`src/rtl/univ_shift_reg_seq.sv`:
```
// univ_shift_reg_seq
// Universal shift register with a multi-step sequencer. One accepted start
// command performs 0..2^CNT_W-1 one-bit steps (one per clock) of the chosen
// operation and finishes with a one-cycle done pulse.
//
// Ports:
//   clk     rising-edge clock
//   rst_n   asynchronous active-low reset
//   start   command strobe, accepted only while idle
//   mode    operation (sampled on accept):
//           000 HOLD, 001 SHR, 010 SHL, 011 LOAD, 100 ROR, 101 ROL,
//           110 ASR, 111 reserved (HOLD)
//   amount  number of one-bit steps (sampled on accept)
//   din     parallel load data
//   sl      serial input for SHL (fills LSB), sampled live at every step
//   sr      serial input for SHR (fills MSB), sampled live at every step
//   q       register contents
//   busy    multi-step command in progress
//   done    one-cycle completion pulse
//   cout    (only with USRS_CARRY_EN) bit shifted/rotated out by the last step
//
// Optional feature macro: USRS_CARRY_EN adds the registered cout output.
module univ_shift_reg_seq #(
  parameter int WIDTH = 8,
  parameter int CNT_W = 4
) (
  input  logic             clk,
  input  logic             rst_n,
  input  logic             start,
  input  logic [2:0]       mode,
  input  logic [CNT_W-1:0] amount,
  input  logic [WIDTH-1:0] din,
  input  logic             sl,
  input  logic             sr,
  output logic [WIDTH-1:0] q,
  output logic             busy,
  output logic             done
`ifdef USRS_CARRY_EN
  ,
  output logic             cout
`endif
);

  localparam logic [2:0] M_SHR  = 3'b001;
  localparam logic [2:0] M_SHL  = 3'b010;
  localparam logic [2:0] M_LOAD = 3'b011;
  localparam logic [2:0] M_ROR  = 3'b100;
  localparam logic [2:0] M_ROL  = 3'b101;
  localparam logic [2:0] M_ASR  = 3'b110;

  typedef enum logic {IDLE, RUN} state_t;

  state_t           state_reg, state_next;
  logic [CNT_W-1:0] cnt_reg,   cnt_next;
  logic [2:0]       mode_reg,  mode_next;
  logic [WIDTH-1:0] q_reg,     q_next;
  logic             done_reg,  done_next;

  // One-step results of every operation, built bit by bit.
  logic [WIDTH-1:0] shr_v, shl_v, ror_v, rol_v, asr_v;

  genvar gi;
  generate
    for (gi = 0; gi < WIDTH; gi++) begin : g_step
      if (gi == WIDTH-1) begin : g_msb
        assign shr_v[gi] = sr;
        assign ror_v[gi] = q_reg[0];
        assign asr_v[gi] = q_reg[WIDTH-1];
      end else begin : g_low
        assign shr_v[gi] = q_reg[gi+1];
        assign ror_v[gi] = q_reg[gi+1];
        assign asr_v[gi] = q_reg[gi+1];
      end
      if (gi == 0) begin : g_lsb
        assign shl_v[gi] = sl;
        assign rol_v[gi] = q_reg[WIDTH-1];
      end else begin : g_high
        assign shl_v[gi] = q_reg[gi-1];
        assign rol_v[gi] = q_reg[gi-1];
      end
    end
  endgenerate

  // While idle the step uses the incoming mode (first step happens on the
  // accept edge); during RUN it uses the mode latched at accept.
  logic [2:0]       step_mode;
  logic [WIDTH-1:0] step_q;
  logic             is_shift;

  assign step_mode = (state_reg == IDLE) ? mode : mode_reg;

  always_comb begin
    step_q = q_reg;
    case (step_mode)
      M_SHR:   step_q = shr_v;
      M_SHL:   step_q = shl_v;
      M_ROR:   step_q = ror_v;
      M_ROL:   step_q = rol_v;
      M_ASR:   step_q = asr_v;
      default: step_q = q_reg;
    endcase
  end

  always_comb begin
    case (mode)
      M_SHR, M_SHL, M_ROR, M_ROL, M_ASR: is_shift = 1'b1;
      default:                           is_shift = 1'b0;
    endcase
  end

`ifdef USRS_CARRY_EN
  logic cout_reg, cout_next, step_c;

  // Right-moving ops expose the old LSB, left-moving ops the old MSB.
  always_comb begin
    step_c = cout_reg;
    case (step_mode)
      M_SHR, M_ROR, M_ASR: step_c = q_reg[0];
      M_SHL, M_ROL:        step_c = q_reg[WIDTH-1];
      default:             step_c = cout_reg;
    endcase
  end
`endif

  always_comb begin
    state_next = state_reg;
    cnt_next   = cnt_reg;
    mode_next  = mode_reg;
    q_next     = q_reg;
    done_next  = 1'b0;
`ifdef USRS_CARRY_EN
    cout_next  = cout_reg;
`endif
    case (state_reg)
      IDLE: begin
        if (start) begin
          mode_next = mode;
          if (mode == M_LOAD) begin
            q_next    = din;
            done_next = 1'b1;
`ifdef USRS_CARRY_EN
            cout_next = 1'b0;
`endif
          end else if (is_shift && (amount != '0)) begin
            q_next = step_q;
`ifdef USRS_CARRY_EN
            cout_next = step_c;
`endif
            if (amount == CNT_W'(1)) begin
              done_next = 1'b1;
            end else begin
              state_next = RUN;
              cnt_next   = amount - CNT_W'(1);
            end
          end else begin
            // HOLD, reserved, or zero-length shift: complete immediately.
            done_next = 1'b1;
          end
        end
      end
      RUN: begin
        q_next   = step_q;
        cnt_next = cnt_reg - CNT_W'(1);
`ifdef USRS_CARRY_EN
        cout_next = step_c;
`endif
        if (cnt_reg == CNT_W'(1)) begin
          state_next = IDLE;
          done_next  = 1'b1;
        end
      end
      default: state_next = IDLE;
    endcase
  end

  always_ff @(posedge clk or negedge rst_n) begin
    if (!rst_n) begin
      state_reg <= IDLE;
      cnt_reg   <= '0;
      mode_reg  <= '0;
      q_reg     <= '0;
      done_reg  <= 1'b0;
`ifdef USRS_CARRY_EN
      cout_reg  <= 1'b0;
`endif
    end else begin
      state_reg <= state_next;
      cnt_reg   <= cnt_next;
      mode_reg  <= mode_next;
      q_reg     <= q_next;
      done_reg  <= done_next;
`ifdef USRS_CARRY_EN
      cout_reg  <= cout_next;
`endif
    end
  end

  assign q    = q_reg;
  assign busy = (state_reg == RUN);
  assign done = done_reg;
`ifdef USRS_CARRY_EN
  assign cout = cout_reg;
`endif

endmodule

```
`config.mk`:
```
export PLATFORM = sky130hd
export DESIGN_NAME = univ_shift_reg_seq
export DESIGN_NICKNAME = d
export VERILOG_FILES = /design/src/rtl/univ_shift_reg_seq.sv
export SDC_FILE = /design/constraint.sdc
export NUM_CORES = 1
export LEC_CHECK = 0
export ABC_AREA = 1
export CAP_MARGIN = 20
export CORE_ASPECT_RATIO = 0.6
export CORE_MARGIN = 2
export CORE_UTILIZATION = 40
export DETAILED_ROUTE_END_ITERATION = 12
export GPL_ROUTABILITY_DRIVEN = 0
export SLEW_MARGIN = 5
export SYNTH_ARGS = -nofsm -noshare
export SYNTH_HDL_FRONTEND = slang
export SYNTH_SLANG_ARGS = --single-unit
```
`constraint.sdc`:
```
create_clock -name clk -period 3.9 [get_ports clk]
set_clock_uncertainty 0.2 [all_clocks]
set_input_delay 0.975 -clock clk [delete_from_list [all_inputs] [get_ports clk]]
set_output_delay 0.975 -clock clk [all_outputs]
set_load 0.01 [all_outputs]
```
After elaboration in Yosys (flattened, before gate mapping). Cells that the tools add are included.

Register bits after elaboration: 17. Input bits: 20. Logic and storage cells: 56. Output and inout bits: 10.

Multiplexer cells: 24. $add $sub $neg: 2. Bitwise logic cells: 1. Eq/ne operators: 18. Reduce and logical (&&, ||, !) cells: 6.

Operators with widths (count): $pmux W8 S5 (1); $mux W8 (3); $eq A3 B3 Y1 const B (6); $mux W4 (4); $pmux W8 S2 (1); $mux W1 (11); $eq A3 B2 Y1 const B (3); $eq A4 B1 Y1 const B (2); $pmux W4 S2 (1); $sub A4 B1 Y4 const B (2); $eq A3 B1 Y1 const B (2); $ne A2 B2 Y1 const B (3); $reduce_or A5 Y1 (1); $pmux W1 S2 (2); $reduce_and A2 Y1 (2); $reduce_and A4 Y1 (1); $reduce_bool A4 Y1 (1); $mux W3 (1); $ne A3 B1 Y1 const B (1); $ne A2 B1 Y1 const B (1); $logic_and A1 B1 Y1 (1); $not A1 Y1 (1).

Longest topological paths before layout.
Depth after elaboration: 8. Depth in mapped cells: 13. Mapped depth without buffers: 11.

Worst setup path before layout. Ideal clock, no wire load.

Path type: input -> register. Start point: input amount[1]. End point: register q_reg[2], in the netlist q[2]. Stages on the path: 10. Setup slack: 1654 ps. Buffers on the path: 1. Arrival time: 1930 ps. Cell sequence: inv_1 > ha_1 > nand3_1 > nand3_2 > o21ai_2 > a21oi_4 > buf_6 > nor2_2 > nand2_1 > nand2_1.

Longest elaborated chain between the ends: 4.

Ends and longest elaborated chain: from (decl) (RTL line 31) `input logic [CNT_W-1:0] amount,`; $reduce_bool A4 Y1 (RTL line 144) `end else if (is_shift && (amount != '0)) begin`; $logic_and A1 B1 Y1 (RTL line 144); $ne A3 B1 Y1 (no line); $reduce_and A2 Y1 (no line); to (signal assigned) (RTL line 190) `q_reg <= q_next;`; to (decl) (RTL line 56) `logic [WIDTH-1:0] q_reg, q_next;`.

Every way passes these cells. A chain may end at the register's enable or synchronous reset.

Worst setup path in the final report.
Start point: register state_reg, in the netlist busy. End point: output busy.

RTL lines: from (decl) (RTL line 53) `state_t state_reg, state_next;`; from (signal assigned) (RTL line 187) `state_reg <= state_next;`; to (decl) (RTL line 36) `output logic busy,`.

No word-level cell between the ends.

==> run_results.csv <==
group,metric,value,unit
status,status,"finished, final reports clean",
detailed_routing,vias_per_cell,4.67,
global_routing,antenna_found_initial,0,
detailed_routing,wl,3.43,mm
yosys,synth.avg_cell_area,6.97,µm²
clocking,clkSinkCount,17,
clocking,cts_buffer_depth,2,
critical_path,rr_startpoint,"busy$_DFF_PN0_",
critical_path,endpoint_kind,"output port",
yosys,postSynthCellCount,211,
yosys,syn_nets,235,
critical_path,critPathLaunch,"busy$_DFF_PN0_",
sta,max_freq,345,MHz
sta,finalSetupViolCount,0,
power,p_leak,0.912,nW
detailed_routing,drc,0,
detailed_routing,detail-route-antenna-nets,0,
critical_path,cp_max_fo,17,
detailed_routing,wire_per_inst,12.0,µm
sta,slew_headroom,0.431,
power,p_per_area,714,mW/mm²
clocking,hold_buffers,0,
detailed_routing,vias,1336,
clocking,cts_setup_buffers,0,
sta,report.final.slew_viol_count,0,
yosys,synth_seq_cells,17,
clocking,clock_latency,260,ps
clocking,cts_tree,"done",
sta,setup_tns,0,ps
critical_path,cp_top_family,"flip-flops",
sta,period_share,0.744,
clocking,clk_pin_slew,80,ps
sta,min_period,2900,ps
min_path,hold_start,"cnt_reg[1]$_DFFE_PN0P_",
critical_path,worstPathRequired,2720,ps
die,initial_utilization,0.409,
critical_path,crit_path_top_delay_cell,"dfrtp_1",
placement,dp_hpwl,2.56,mm
die,core_area,0.00359,mm²
yosys,yosys_warnings,0,
clocking,ctsResizeCount,0,
final_layout,final_layout_size_suffix_gt1_frac,0.142,
sta,tightest_slew,851,ps
die,die_area,0.00419,mm²
die,io_pins,30,
global_routing,first_global_vias,1287,
critical_path,crit_type,"register to output port",
sta,finalHoldViolCount,0,
critical_path,cp.arrival,1730,ps
yosys,ys_seq_area_frac,0.289,
critical_path,cpPeakStageDelay,800,ps
global_routing,grt_pass1_wl,5.89,mm
flow_run,drv_cap,0,
final_layout,largest_register_ffs,8,
placement,io_buffers,29,
detailed_routing,first_pass_iters,4,
critical_path,cp_cell_sequence,"clkdlybuf4s50_1",
final_layout,final_nets,264,
final_layout,antenna_cells,0,
clocking,cts_made_buffers,3,
global_routing,grt_start_max_net_pins,18,
detailed_routing,drt_iter0_drc,66,
sta,hold_ws,312,ps
min_path,hold_class,"register to register",
yosys,synthDistinctLibCells,27,
critical_path,r2r_slack,1750,ps
global_routing,grt_overflow,0,
yosys,synth_area,0.00147,mm²
critical_path,worst_setup_path_start_kind,"register",
final_layout,area_growth,23.2,%
sta,rsz0062_at_grt,"false",
die,die_w,82.3,µm
clocking,cts_root_buf,"clkbuf_8",
die,die_h,51.0,µm
global_routing,track_usage,0.183,
clocking,cts_htree_levels,1,
power,irDropWorstVdd,291,µV
die,rows,17,
critical_path,critical_path_buf_inv_count,1,
final timing paths:
| check | cells past startpoint | to |
|---|---|---|
| setup / recovery | 1 | busy |
| min in group asynchronous | 1 | mode_reg[2]$_DFFE_PN0P_ |
| hold / removal | 2 | cnt_reg[1]$_DFFE_PN0P_ |
| setup reg to reg | 9 | q[6]$_DFFE_PN0P_ |
| max in group asynchronous | 1 | cnt_reg[0]$_DFFE_PN0P_ |
| hold reg to reg | 2 | cnt_reg[1]$_DFFE_PN0P_ |
cell usage after synthesis:
library cell  count  area [µm²]
nand2_1          73         274
inv_1            24        90.1
nand3_1          23         115
nor2_1           18        67.6
dfrtp_1          17         425
nand2_2          11        68.8
nand3_2           6        60.1
o21ai_0           6        30.0
ha_1              4        50.1
nand4_1           4        25.0
buf_6             3        33.8
nand2_4           3        33.8
a21boi_1          2        15.0
nand3_4           2        35.0
nor2_2            2        12.5
xor2_1            2        17.5
a21oi_4           1        16.3
a31oi_2           1        12.5
buf_2             1        5.00
buf_8             1        15.0
inv_2             1        3.75
inv_6             1        8.76
mux2i_1           1        10.0
nand4_4           1        21.3
o21ai_2           1        8.76
o22ai_1           1        6.26
xnor2_1           1        8.76
kinds of logic after synthesis:
group           after synthesis  synth area share
compound gates               12            0.0604
xor+xnor                      3            0.0179
fa+ha+maj                     4            0.0340
buf+inv                      31             0.106
flops                        17             0.289
mux                           1           0.00681
simple gates                143             0.485
power by group:
| part | leakage, nW | switching [mW] | internal [mW] | total (mW) |
|---|---|---|---|---|
| Combinational | 0.670 | 0.481 | 0.310 | 0.791 |
| Sequential | 0.216 | 0.105 | 0.258 | 0.363 |
| Clock | 0.0255 | 0.0692 | 0.0711 | 0.140 |
| Total | 0.912 | 0.656 | 0.638 | 1.29 |
area by class of cell:
cell class	count	area (µm²)
clock buffers	3	41.3
inverters	26	103
multi-input cells	163	888
clock inverters	1	5.00
repair buffers	29	290
flip-flops and latches	17	425
fillers	371	1780
well taps	47	58.8
cells in the final DEF, fill, tap and decap left out, drive strengths merged:
cell            n
nand2          87
nand3          31
clkdlybuf4s50  29
inv            26
nor2           20
dfrtp          17
o21ai           7
nand4           5
ha              4
clkbuf          3
a21boi          2
xor2            2
a31oi           1
a21oi           1
xnor2           1
o22ai           1
mux2i           1
clkinv          1
metrics by stage:
stage / worst slack [ps] / power [mW] / area (µm²) / utilization / instances
finish: 999 / 1.29 / 1810 / 0.504 / 286
global route: 905 / 1.43 / 1810 / 0.504 / 286
CTS: 993 / 1.30 / 1810 / 0.504 / 286
detailed placement: 1030 / 1.16 / 1770 / 0.491 / 282
global placement: 1050 / 1.15 / 1770 / 0.491 / 282
floorplan: 1650 / 0.961 / 1470 / - / 211
metal layers:
metal / GRT usage / up-vias / wire [µm]
met5: 0 / - / 0
met4: 0.0278 / 0 / 12
met3: 0.0459 / 2 / 150
met2: 0.261 / 25 / 1380
met1: 0.280 / 587 / 1880
li1: - / 722 / -
(Power assumes the default switching activity.)
